===== config.mk =====
export PLATFORM = sky130hd
export DESIGN_NAME = bcd_to_binary_conv
export DESIGN_NICKNAME = d
export VERILOG_FILES = /design/src/rtl/bcd_pkg.sv /design/src/rtl/bcd_digit_mac.sv /design/src/rtl/bcd_to_binary_conv.sv
export SDC_FILE = /design/constraint.sdc
export NUM_CORES = 1
export LEC_CHECK = 0
export BUFFER_PORTS_ARGS = -buffer_cell sky130_fd_sc_hd__clkbuf_2
export CORE_UTILIZATION = 52
export CTS_CLUSTER_SIZE = 28
export DETAILED_ROUTE_END_ITERATION = 16
export PLACE_DENSITY = 0.8
export SYNTH_ARGS = -nofsm -noshare
export SYNTH_HDL_FRONTEND = slang
export SYNTH_SLANG_ARGS = --single-unit

===== constraint.sdc =====
create_clock -name clk -period 2.6 [get_ports clk]
set_input_delay 0.52 -clock clk [delete_from_list [all_inputs] [get_ports clk]]
set_output_delay 0.52 -clock clk [all_outputs]
set_load 0.02 [all_outputs]

===== src/rtl/bcd_pkg.sv =====
// Shared types and elaboration-time helpers for the BCD-to-binary converter.
package bcd_pkg;

    typedef enum logic [1:0] {
        IDLE,
        CONV,
        DONE
    } state_t;

    localparam int BCD_MAX = 9;

    // Bits needed to hold 10^n - 1.
    function automatic int pow10_clog2(input int n);
        longint unsigned p;
        int              b;
        p = 1;
        for (int i = 0; i < n; i++) begin
            p = p * 10;
        end
        b = 0;
        while ((64'(1) << b) < p) begin
            b++;
        end
        return b;
    endfunction

    function automatic int safe_clog2(input int n);
        return (n <= 1) ? 1 : $clog2(n);
    endfunction

endpackage


===== src/rtl/bcd_digit_mac.sv =====
// One BCD digit step: next_acc = acc*10 + digit, with invalid nibbles contributing zero.
module bcd_digit_mac
    import bcd_pkg::*;
#(
    parameter int BIN_W = 14
) (
    input  logic [BIN_W-1:0] acc,
    input  logic [3:0]       nibble,
    output logic [BIN_W-1:0] next_acc,
    output logic             invalid
);

    logic [3:0] digit;

    always_comb begin
        invalid  = (nibble > 4'(BCD_MAX));
        digit    = invalid ? 4'd0 : nibble;
        next_acc = (acc << 3) + (acc << 1) + BIN_W'(digit);
    end

endmodule


===== src/rtl/bcd_to_binary_conv.sv =====
// Iterative multi-digit BCD-to-binary converter, one digit per clock, MSD first.
//
//   state | meaning
//   ------+----------------------------------------------------------
//   IDLE  | waiting for in_valid; in_ready high
//   CONV  | folding one digit per cycle into acc; cnt counts down
//   DONE  | result held on out_* with out_valid high until out_ready
module bcd_to_binary_conv
    import bcd_pkg::*;
#(
    parameter  int DIGITS = 4,
    localparam int BIN_W  = pow10_clog2(DIGITS),
    localparam int POS_W  = safe_clog2(DIGITS)
) (
    input  logic                  clk,
    input  logic                  rst,
    input  logic                  in_valid,
    output logic                  in_ready,
    input  logic [4*DIGITS-1:0]   in_bcd,
    output logic                  out_valid,
    input  logic                  out_ready,
    output logic [BIN_W-1:0]      out_bin,
    output logic                  out_err,
    output logic [POS_W-1:0]      out_err_pos
);

    state_t              state, state_nxt;
    logic [4*DIGITS-1:0] shreg;
    logic [BIN_W-1:0]    acc, mac_acc;
    logic [POS_W-1:0]    cnt, err_pos, pos_nxt;
    logic                err, err_nxt, mac_inv, last_digit;

    bcd_digit_mac #(.BIN_W(BIN_W)) u_mac (
        .acc      (acc),
        .nibble   (shreg[4*DIGITS-1 -: 4]),
        .next_acc (mac_acc),
        .invalid  (mac_inv)
    );

    always_ff @(posedge clk or posedge rst) begin
        if (rst) state <= IDLE;
        else     state <= state_nxt;
    end

    always_comb begin
        state_nxt = state;
        case (state)
            IDLE:    if (in_valid)   state_nxt = CONV;
            CONV:    if (last_digit) state_nxt = DONE;
            DONE:    if (out_ready)  state_nxt = IDLE;
            default:                 state_nxt = IDLE;
        endcase
    end

    assign in_ready   = (state == IDLE);
    assign out_valid  = (state == DONE);

    // cnt is the index of the digit being consumed, so it doubles as the error position.
    assign last_digit = (cnt == '0);
    assign err_nxt    = err | mac_inv;
    assign pos_nxt    = (mac_inv && !err) ? cnt : err_pos;

    always_ff @(posedge clk or posedge rst) begin
        if (rst) begin
            shreg       <= '0;
            acc         <= '0;
            cnt         <= '0;
            err         <= 1'b0;
            err_pos     <= '0;
            out_bin     <= '0;
            out_err     <= 1'b0;
            out_err_pos <= '0;
        end else begin
            case (state)
                IDLE: begin
                    if (in_valid) begin
                        shreg   <= in_bcd;
                        acc     <= '0;
                        cnt     <= POS_W'(DIGITS - 1);
                        err     <= 1'b0;
                        err_pos <= '0;
                    end
                end
                CONV: begin
                    shreg   <= shreg << 4;
                    acc     <= mac_acc;
                    err     <= err_nxt;
                    err_pos <= pos_nxt;
                    if (last_digit) begin
                        out_bin     <= mac_acc;
                        out_err     <= err_nxt;
                        out_err_pos <= pos_nxt;
                    end else begin
                        cnt <= cnt - 1'b1;
                    end
                end
                default: ;
            endcase
        end
    end

endmodule


==> results.sh, run 1 <==
export IMPL_run_status="finished, violations left"
export IMPL_failed_checks="negative setup slack"
export IMPL_initial_core_util_pct=55.3
export IMPL_area_leader_netlist="sky130_fd_sc_hd__dfrtp_1"
export IMPL_cell_with_the_most_instances_after_synthesis="sky130_fd_sc_hd__dfrtp_1"
export IMPL_die_height_um=76.6
export IMPL_cp_cell_sequence="buf_4, nor2b_1, ha_1, ha_2, inv_2, fa_2, nor2b_4, o2111ai_4, a21boi_2, o21ai_2, a32o_1"
export IMPL_crit_reg2reg_launch="shreg[14]"
export IMPL_critPathCaptureType="flop"
export IMPL_max_cap_violations=0
export IMPL_grt_pass1_wl_um=10600
export IMPL_internal_power_mw=2.50
export IMPL_clk_latency_ps=320
export IMPL_critPathLaunchType="flop"
export IMPL_peakVddDrop_mv=0.547
export IMPL_clk_transition_reported_paths_ps=100
export IMPL_syn_area_mm2=0.00289
export IMPL_final_setup_viol_count=1
export IMPL_required_ps=2810
export IMPL_global_route_congestion_overflow_total=0
export IMPL_endpoints_failing_hold=0
export IMPL_cts_hold_repair_buffers=0
export IMPL_ys_types=42
export IMPL_kind_of_critical_path="reg2reg"
export IMPL_grt_max_degree=54
export IMPL_synth_avg_cell_area_um2=9.68
export IMPL_worst_r2r_endpoint="acc[12]"
export IMPL_synth_main_ff_cell="sky130_fd_sc_hd__dfrtp_1"
export IMPL_synth_yosys_seq_area_share_pct=45.8
export IMPL_postSynthRegisterBits=53
export IMPL_yosys_top_cells_area="sky130_fd_sc_hd__dfrtp_1 46%, sky130_fd_sc_hd__ha_1 9.9%, sky130_fd_sc_hd__o21ai_0 6.6%, sky130_fd_sc_hd__nand2_1 6.0%, sky130_fd_sc_hd__mux2i_1 3.5%"
export IMPL_synth_async_sr_flop_share_pct=100
export IMPL_drc=0
export IMPL_place_worst_setup_slack_ps=-97.0
export IMPL_routedWlPerCell_um=15.3
export IMPL_critPathMaxFanout=3
export IMPL_final_setup_skew_ps=9.74
export IMPL_die_area_mm2=0.00587
export IMPL_synthCells=299
export IMPL_hpwlAfterDp_um=4580
export IMPL_flow_area_growth_from_synthesis_pct=18.1
export IMPL_clock_power_share_pct=12.9
export IMPL_global_route_usage_total_pct=23.1
export IMPL_via_count_of_the_first_global_routing_pass=2200
export IMPL_cts_htree_levels=2
export IMPL_cpPeakStageDelay_ps=390
export IMPL_worst_setup_path_startpoint="shreg[14]"
export IMPL_maxClockFrequency_ghz=0.384
export IMPL_fin_nets=390
export IMPL_clk_path_buf_depth=2
export IMPL_cts_num_sinks=53
export IMPL_synth_cells_most_frequent="53 x sky130_fd_sc_hd__dfrtp_1, 46 x sky130_fd_sc_hd__nand2_1, 38 x sky130_fd_sc_hd__o21ai_0, 23 x sky130_fd_sc_hd__ha_1, 19 x sky130_fd_sc_hd__a21oi_1"
export IMPL_tritoncts_num_buffers=5
export IMPL_vias_cell=5.60
export IMPL_drtAntennaViolNets=0
export IMPL_power_switching_mw=1.99
export IMPL_tightestPinTransition_ps=507
export IMPL_comb_power_share_pct=54.5
export IMPL_number_of_enable_flip_flop_cells_after_synthesis=0
export IMPL_dr_pass1_iters=4
export IMPL_design_core_area_mm2=0.00524
export IMPL_slew_limit_headroom_pct=66.2
export IMPL_critical_path_slowest_cell="sky130_fd_sc_hd__dfrtp_1"
export IMPL_synth_largest_type_area_fraction_pct=45.8
export IMPL_drt_iter0_drc=137
export IMPL_drive_above_1_share_pct=22.8
export IMPL_share_seq_of_total_power_pct=32.6
export IMPL_grt_antenna_before_repair=0
export IMPL_grt_setup_unrepaired="true"
export IMPL_antenna_cells=0
export IMPL_synth_fp_nets=344
export IMPL_cts_tree="built"
export IMPL_detailroute_via_count=2331
export IMPL_final_setup_worst_slack_ps=-7.02
export IMPL_root_buffer="sky130_fd_sc_hd__clkbuf_8"
export IMPL_timing_final_crit_share_pct=100
export IMPL_io_pins=39
export IMPL_io_buffers=38
export IMPL_r2r_setup_slack_ps=-7
export IMPL_totalWireLength_um=6360
export IMPL_drv_slew=0
export IMPL_power_switching_fraction_pct=44.3
export IMPL_core_rowCount=26
export IMPL_p_total_mw=4.48
export IMPL_worst_r2r_path_depth=11
export IMPL_gpl_final_weighted_congestion=0.864
export IMPL_leakage_power_figure_nw=1.69
export IMPL_powerDensity_mw_per_mm2=1310
export IMPL_die_x_um=76.6
export IMPL_cp_data_arrival_time_ps=2810
export IMPL_ys_warn_count=0
export IMPL_setup_tns_final_ps=-7.02
export IMPL_period_needed_ps=2610
export IMPL_hp_class="in2async"
==> sequential cells by signal, summed over array words and instances (netlist names) <==
register     cells
cnt              2
out_err          1
err_pos          2
acc             13
out_bin         14
out_err_pos      2
state            2
shreg           16
err              1
==> through the flow <==
step                cell area [µm²]  hold WS (ps)  std cells  util (%)
finish                         3420           219        416      65.2
global route                   3420           246        416      65.2
CTS                            3350           226        413      64.0
detailed placement             3220           470        405      61.4
global placement               3220           459        405      61.4
floorplan                      2900           449        299         -
==> logic make-up (layout without fill, tap and decap cells) <==
logic type	Yosys count	count (layout)	synth area share, %
AND/OR/NAND/NOR	89	89	14.4
AO/OA/AOI/OAI	87	87	18.4
buffers and inverters	26	73	3.67
XOR/XNOR	7	7	2.12
flip-flops	53	53	45.8
adder cells (fa/ha/maj)	25	25	11.3
multiplexers	12	12	4.24
==> cells in the final DEF, fill, tap and decap left out, types with 8 or more instances in the layout <==
cell | netlist | final
sky130_fd_sc_hd__dfrtp_1 | 53 | 53
sky130_fd_sc_hd__nand2_1 | 46 | 46
sky130_fd_sc_hd__clkbuf_2 | 1 | 38
sky130_fd_sc_hd__o21ai_0 | 38 | 37
sky130_fd_sc_hd__ha_1 | 23 | 21
sky130_fd_sc_hd__a21oi_1 | 19 | 18
sky130_fd_sc_hd__buf_4 | 2 | 14
sky130_fd_sc_hd__nor2_1 | 13 | 13
sky130_fd_sc_hd__mux2i_1 | 10 | 10
sky130_fd_sc_hd__inv_1 | 12 | 9
sky130_fd_sc_hd__nor2b_1 | 9 | 8
==> worst max-delay path by stage <==
stage | end | slack [ps] | depth (start not counted)
3_3_place_gp | out_bin[13] | 20 | 10
2_1_floorplan | out_bin[13] | 50 | 10
4_1_cts | acc[12] | -0.7 | 11
3_5_place_dp | acc[12] | -100 | 9
6_report | acc[12] | -7 | 11
5_1_grt | acc[12] | -80 | 11
==> timing repair <==
item,CTS,global route
endpoints found under the setup margin,7,11
pin swaps,6,7
resized for setup,8,8
buffers inserted,0,3
==> worst max-delay path, delay by kind of cell, from the launching register on <==
family          cells  cell delay (ps)
buf+inv             2              200
fa+ha+maj           3              860
compound gates      4              760
simple gates        2              290
flops               1              390
==> cell type report <==
| class | instances | area [µm²] |
|---|---|---|
| inverter | 12 | 45.0 |
| clock inverter | 3 | 46.3 |
| fill | 424 | 1820 |
| timing repair buffer | 53 | 315 |
| tap | 70 | 87.6 |
| sequential | 53 | 1330 |
| clock buffer | 5 | 68.8 |
| multi-input combinational | 220 | 1530 |
==> power by group through the flow <==
| stage | Combinational [mW] | Clock, mW | Sequential, mW |
|---|---|---|---|
| finish | 2.44 | 0.579 | 1.46 |
| global route | 2.73 | 0.614 | 1.51 |
| CTS | 2.35 | 0.591 | 1.46 |
| detailed placement | 2.30 | 0 | 1.48 |
| global placement | 2.20 | 0 | 1.46 |
| floorplan | 1.57 | 0 | 1.52 |
==> routing by layer <==
metal	GRT usage (%)	vias to the layer above	part of all wire, %
met2	39.5	74	49
met1	29.4	1104	43
met4	7.88	0	2.0
met5	0	-	0
met3	4.31	12	5.7
li1	-	1141	-
Power figures use the tool's default switching activity.
==> inputs of run 2 (changes only) <==
- CORE_UTILIZATION: 52 -> 55
- PLACE_DENSITY: 0.8 -> 0.81
- SKIP_CTS_REPAIR_TIMING: unset -> 1
- clock period: 2.6 -> 2.45 ns (I/O delays scaled with it)
==> results.sh, run 2 (synthesized netlist as in run 1, its figures left out) <==
export IMPL_run_status="finished, violations left"
export IMPL_failed_checks="negative setup slack"
export IMPL_cp_data_arrival_time_ps=2790
export IMPL_tritoncts_num_buffers=5
export IMPL_via_count_of_the_first_global_routing_pass=2298
export IMPL_drive_above_1_share_pct=27.0
export IMPL_fillers=399
export IMPL_die_x_um=74.5
export IMPL_detailroute_via_count=2406
export IMPL_clk_path_buf_depth=2
export IMPL_dr_pass1_iters=4
export IMPL_grt_setup_unrepaired="true"
export IMPL_fin_nets=400
export IMPL_top_regs="shreg x16, out_bin x14, acc x13"
export IMPL_power_switching_fraction_pct=44.1
export IMPL_tightestPinTransition_ps=619
export IMPL_critPathCaptureType="flop"
export IMPL_final_setup_viol_count=11
export IMPL_final_setup_worst_slack_ps=-119
export IMPL_timing_final_crit_share_pct=105
export IMPL_cts_num_sinks=53
export IMPL_critPathLaunchType="flop"
export IMPL_cts_htree_levels=2
export IMPL_mostFrequentLayoutCell="sky130_fd_sc_hd__dfrtp_1"
export IMPL_peakVddDrop_mv=0.636
export IMPL_die_area_mm2=0.00556
export IMPL_drv_slew=0
export IMPL_totalWireLength_um=6560
export IMPL_period_needed_ps=2570
export IMPL_die_height_um=74.5
export IMPL_initial_core_util_pct=57.0
export IMPL_powerDensity_mw_per_mm2=1390
export IMPL_internal_power_mw=2.74
export IMPL_dpl_cell_area_mm2=0.00329
export IMPL_clk_transition_reported_paths_ps=100
export IMPL_numPlacedInstances=415
export IMPL_drc=0
export IMPL_cp_num_buf_inv=3
export IMPL_grt_pass1_wl_um=10600
export IMPL_global_route_usage_total_pct=25.4
export IMPL_grt_antenna_before_repair=0
export IMPL_maxClockFrequency_ghz=0.389
export IMPL_cp_cell_sequence="buf_4, nor2b_2, ha_2, ha_4, inv_2, fa_2, nor2b_2, o2111ai_2, buf_4, a21oi_4, nor3_2, o31ai_1"
export IMPL_grt_max_degree=29
export IMPL_critical_path_top_delay_family="adder cells"
export IMPL_power_switching_mw=2.16
export IMPL_global_route_congestion_overflow_total=0
export IMPL_cts_tree="built"
export IMPL_root_buffer="sky130_fd_sc_hd__clkbuf_8"
export IMPL_final_non_filler_cell_total=426
export IMPL_io_pins=39
export IMPL_hp_class="in2async"
export IMPL_setup_tns_final_ps=-441
export IMPL_core_rowCount=26
export IMPL_clk_latency_ps=310
export IMPL_share_seq_of_total_power_pct=31.2
export IMPL_mostFrequentLayoutCells="53 x sky130_fd_sc_hd__dfrtp_1, 46 x sky130_fd_sc_hd__nand2_1, 38 x sky130_fd_sc_hd__clkbuf_2"
export IMPL_largest_register_ff_count=16
export IMPL_io_buffers=38
export IMPL_slew_limit_headroom_pct=58.7
export IMPL_final_setup_skew_ps=8.82
export IMPL_drt_iter0_drc=180
export IMPL_flow_area_growth_from_synthesis_pct=21.7
export IMPL_kind_of_critical_path="reg2reg"
export IMPL_register_with_the_highest_flop_count="shreg"
export IMPL_routedWlPerCell_um=15.4
export IMPL_leakage_power_figure_nw=1.75
export IMPL_critical_path_slowest_cell="sky130_fd_sc_hd__dfrtp_1"
export IMPL_vias_cell=5.65
export IMPL_endpoints_failing_hold=0
export IMPL_antenna_cells=0
export IMPL_max_cap_violations=0
export IMPL_comb_power_share_pct=58.1
export IMPL_drtAntennaViolNets=0
export IMPL_hpwlAfterDp_um=4590
export IMPL_design_core_area_mm2=0.00507
export IMPL_finish_instance_area_mm2=0.00352
export IMPL_p_total_mw=4.90
export IMPL_required_ps=2670
export IMPL_critPathMaxFanout=4
export IMPL_gpl_final_weighted_congestion=0.852
export IMPL_clock_power_share_pct=10.8
export IMPL_cpPeakStageDelay_ps=450
run 2: cell types whose count changed in the layout (fill, tap and decap cells not counted), moves of 2 or more:
cell                      previous run  this run
sky130_fd_sc_hd__ha_1               21        19
sky130_fd_sc_hd__buf_4              14        23
sky130_fd_sc_hd__nor2b_2             0         2
sky130_fd_sc_hd__nor2b_1             8         6
sky130_fd_sc_hd__ha_4                1         3
run 2: worst paths after layout:
check,from,end,slack [ps],cells after the start
worst max register to register,shreg[15],acc[10],-120,12
max in group asynchronous,rst,acc[4],1670,3
worst min-delay path,rst,cnt[1],220,2
min in group clk,out_ready,state[1],380,2
worst max-delay path,shreg[15],acc[10],-120,12
worst min register to register,out_bin[7],out_bin[7],480,2
run 2: power by group through the flow:
stage          clock network [mW]  registers, mW  logic (mW)
2_1_floorplan                   0           1.61        1.66
3_3_place_gp                    0           1.51        2.46
3_5_place_dp                    0           1.53        2.56
4_1_cts                     0.536           1.52        2.60
5_1_grt                     0.577           1.57        3.15
6_report                    0.527           1.53        2.84
run 2: layout make-up:
cell class	instances	area (µm²)	area share, %
multi-input cells	220	1570	44.7
flip-flops and latches	53	1330	37.7
repair buffers	63	394	11.2
well taps	70	87.6	2.49
clock buffers	6	82.6	2.34
inverters	12	45.0	1.28
clock inverters	2	13.8	0.391
run 2: worst reg2reg max path, stage by stage, from the launching register on:
cell and delay, ps:
sky130_fd_sc_hd__dfrtp_1 450, sky130_fd_sc_hd__buf_4 170, sky130_fd_sc_hd__nor2b_2 110, sky130_fd_sc_hd__ha_2 200, sky130_fd_sc_hd__ha_4 140, sky130_fd_sc_hd__inv_2 40, sky130_fd_sc_hd__fa_2 370, sky130_fd_sc_hd__nor2b_2 150
sky130_fd_sc_hd__o2111ai_2 190, sky130_fd_sc_hd__buf_4 190, sky130_fd_sc_hd__a21oi_4 160, sky130_fd_sc_hd__nor3_2 70, sky130_fd_sc_hd__o31ai_1 230
run 2: through the flow:
| stage | setup slack (ps) | hold slack (ps) | util (%) |
|---|---|---|---|
| floorplan | -76.9 | 449 | - |
| global placement | -111 | 460 | 64.9 |
| detailed placement | -145 | 469 | 64.9 |
| CTS | -230 | 249 | 66.8 |
| finish | -119 | 221 | 69.4 |
| global route | -199 | 278 | 69.4 |
run 2: metal layers:
layer,vias to the layer above,track usage [%],part of all wire [%]
met5,-,0,0
met4,0,7.55,2.5
met3,15,4.47,3.2
met2,56,45.6,52
met1,1171,31.1,43
li1,1164,-,-
==> inputs of run 3 (changes only) <==
- CTS_BUF_LIST: unset -> sky130_fd_sc_hd__clkbuf_4
==> results.sh, run 3 (synthesized netlist as in run 1, its figures left out) <==
export IMPL_run_status="finished, violations left"
export IMPL_failed_checks="negative setup slack"
export IMPL_period_needed_ps=2570
export IMPL_hpwlAfterDp_um=4590
export IMPL_grt_antenna_before_repair=0
export IMPL_global_route_usage_total_pct=24.5
export IMPL_grt_setup_unrepaired="true"
export IMPL_root_buffer="sky130_fd_sc_hd__clkbuf_4"
export IMPL_vias_cell=5.56
export IMPL_clk_path_buf_depth=2
export IMPL_global_route_congestion_overflow_total=0
export IMPL_cts_htree_levels=2
export IMPL_drive_above_1_share_pct=26.8
export IMPL_die_height_um=74.5
export IMPL_final_setup_skew_ps=7.75
export IMPL_powerDensity_mw_per_mm2=1360
export IMPL_io_pins=39
export IMPL_internal_power_mw=2.61
export IMPL_hold_worst_slack_ps=136
export IMPL_register_with_the_highest_flop_count="shreg"
export IMPL_final_setup_worst_slack_ps=-119
export IMPL_cpPeakStageDelay_ps=590
export IMPL_drc=0
export IMPL_dr_pass1_iters=4
export IMPL_clk_latency_ps=380
export IMPL_core_rowCount=26
export IMPL_gpl_final_weighted_congestion=0.852
export IMPL_final_setup_viol_count=9
export IMPL_hp_class="in2async"
export IMPL_critPathLaunchType="flop"
export IMPL_comb_power_share_pct=59.6
export IMPL_critical_path_slowest_cell="sky130_fd_sc_hd__fa_2"
export IMPL_grt_max_degree=29
export IMPL_clk_transition_reported_paths_ps=150
export IMPL_fillers=403
export IMPL_leakage_power_figure_nw=1.72
export IMPL_die_area_mm2=0.00556
export IMPL_maxClockFrequency_ghz=0.389
export IMPL_final_non_filler_cell_total=425
export IMPL_detailroute_via_count=2362
export IMPL_tritoncts_num_buffers=5
export IMPL_antenna_cells=0
export IMPL_routedWlPerCell_um=14.8
export IMPL_share_seq_of_total_power_pct=32.1
export IMPL_clock_power_share_pct=8.3
export IMPL_slew_limit_headroom_pct=59.5
export IMPL_power_switching_mw=2.13
export IMPL_drv_slew=0
export IMPL_mostFrequentLayoutCells="53 x sky130_fd_sc_hd__dfrtp_1, 45 x sky130_fd_sc_hd__nand2_1, 38 x sky130_fd_sc_hd__clkbuf_2"
export IMPL_largest_register_ff_count=16
export IMPL_cp_cell_sequence="nor2_1, nand2_1, fa_2, inv_2, ha_4, a21o_1, and4_4, o2111a_1, or4_1, nand3_1"
export IMPL_drtAntennaViolNets=0
export IMPL_fin_nets=399
export IMPL_cp_num_buf_inv=1
export IMPL_critPathCaptureType="flop"
export IMPL_required_ps=2780
export IMPL_numPlacedInstances=415
export IMPL_initial_core_util_pct=57.0
export IMPL_mostFrequentLayoutCell="sky130_fd_sc_hd__dfrtp_1"
export IMPL_timing_final_crit_share_pct=105
export IMPL_max_cap_violations=0
export IMPL_die_x_um=74.5
export IMPL_design_core_area_mm2=0.00507
export IMPL_top_regs="shreg x16, out_bin x14, acc x13"
export IMPL_critical_path_top_delay_family="simple AND/OR/NAND/NOR gates"
export IMPL_via_count_of_the_first_global_routing_pass=2278
export IMPL_grt_pass1_wl_um=10300
export IMPL_flow_area_growth_from_synthesis_pct=20.1
export IMPL_cp_data_arrival_time_ps=2900
export IMPL_final_util_pct=68.5
export IMPL_tightestPinTransition_ps=607
export IMPL_power_switching_fraction_pct=44.9
export IMPL_cts_tree="built"
export IMPL_endpoints_failing_hold=0
export IMPL_peakVddDrop_mv=0.651
export IMPL_drt_iter0_drc=174
export IMPL_totalWireLength_um=6310
export IMPL_critPathMaxFanout=4
export IMPL_kind_of_critical_path="reg2reg"
export IMPL_cts_num_sinks=53
export IMPL_io_buffers=38
==> run 3: changes by cell type in the layout (fill, tap and decap cells not counted) <==
cell	previous run	this run
sky130_fd_sc_hd__clkbuf_8	6	0
sky130_fd_sc_hd__clkbuf_4	0	5
sky130_fd_sc_hd__o21ai_0	37	35
sky130_fd_sc_hd__o21ai_1	1	3
sky130_fd_sc_hd__buf_4	23	22
sky130_fd_sc_hd__clkinv_1	0	1
sky130_fd_sc_hd__nand2_1	46	45
sky130_fd_sc_hd__nand2_2	0	1
==> run 3: worst paths after layout <==
check	startpoint	end	slack, ps	cells after the start
setup / recovery	shreg[14]	out_bin[13]	-120	10
hold / removal	rst	cnt[1]	140	2
setup reg to reg	shreg[14]	out_bin[13]	-120	10
hold reg to reg	out_bin[7]	out_bin[7]	490	2
max in group asynchronous	rst	out_bin[4]	1770	3
min in group clk	out_ready	state[1]	300	2
==> run 3: worst register-to-register path, delay by kind of cell (launching register included) <==
kind / cells / cell delay [ps]
AND/OR/NAND/NOR: 5 / 820
adder cells (fa/ha/maj): 2 / 820
flip-flops: 1 / 420
AO/OA/AOI/OAI: 2 / 400
buffers and inverters: 1 / 60
==> run 3: per-stage QoR <==
step | setup TNS, ps | setup WS, ps | total power [mW] | area, µm²
3_3_place_gp | -311 | -111 | 3.97 | 3290
5_1_grt | -1940 | -231 | 5.13 | 3480
4_1_cts | -1310 | -201 | 4.48 | 3350
3_5_place_dp | -747 | -145 | 4.10 | 3290
6_report | -633 | -119 | 4.74 | 3480
2_1_floorplan | -76.9 | -76.9 | 3.27 | 2900
==> run 3: layout make-up <==
| class | instances | area [µm²] | share of cell area, % |
|---|---|---|---|
| multi-input cells | 220 | 1580 | 45.3 |
| flip-flops and latches | 53 | 1330 | 38.2 |
| repair buffers | 62 | 387 | 11.1 |
| well taps | 70 | 87.6 | 2.52 |
| inverters | 12 | 45.0 | 1.30 |
| clock buffers | 5 | 37.5 | 1.08 |
| clock inverters | 3 | 17.5 | 0.504 |
==> run 3: power by group through the flow <==
stage	sequential, mW	clock (mW)	combinational [mW]
after floorplan	1.61	0	1.66
after global placement	1.51	0	2.46
after detailed placement	1.53	0	2.56
after CTS	1.51	0.400	2.57
after global routing	1.56	0.438	3.13
final	1.52	0.392	2.83
==> run 3: per-layer routing <==
metal	up-vias	share of wire (%)	global-route usage [%]
li1	1157	-	-
met2	54	52	43.2
met1	1135	43	30.8
met4	0	2.0	6.71
met5	-	0	0
met3	16	3.1	4.34
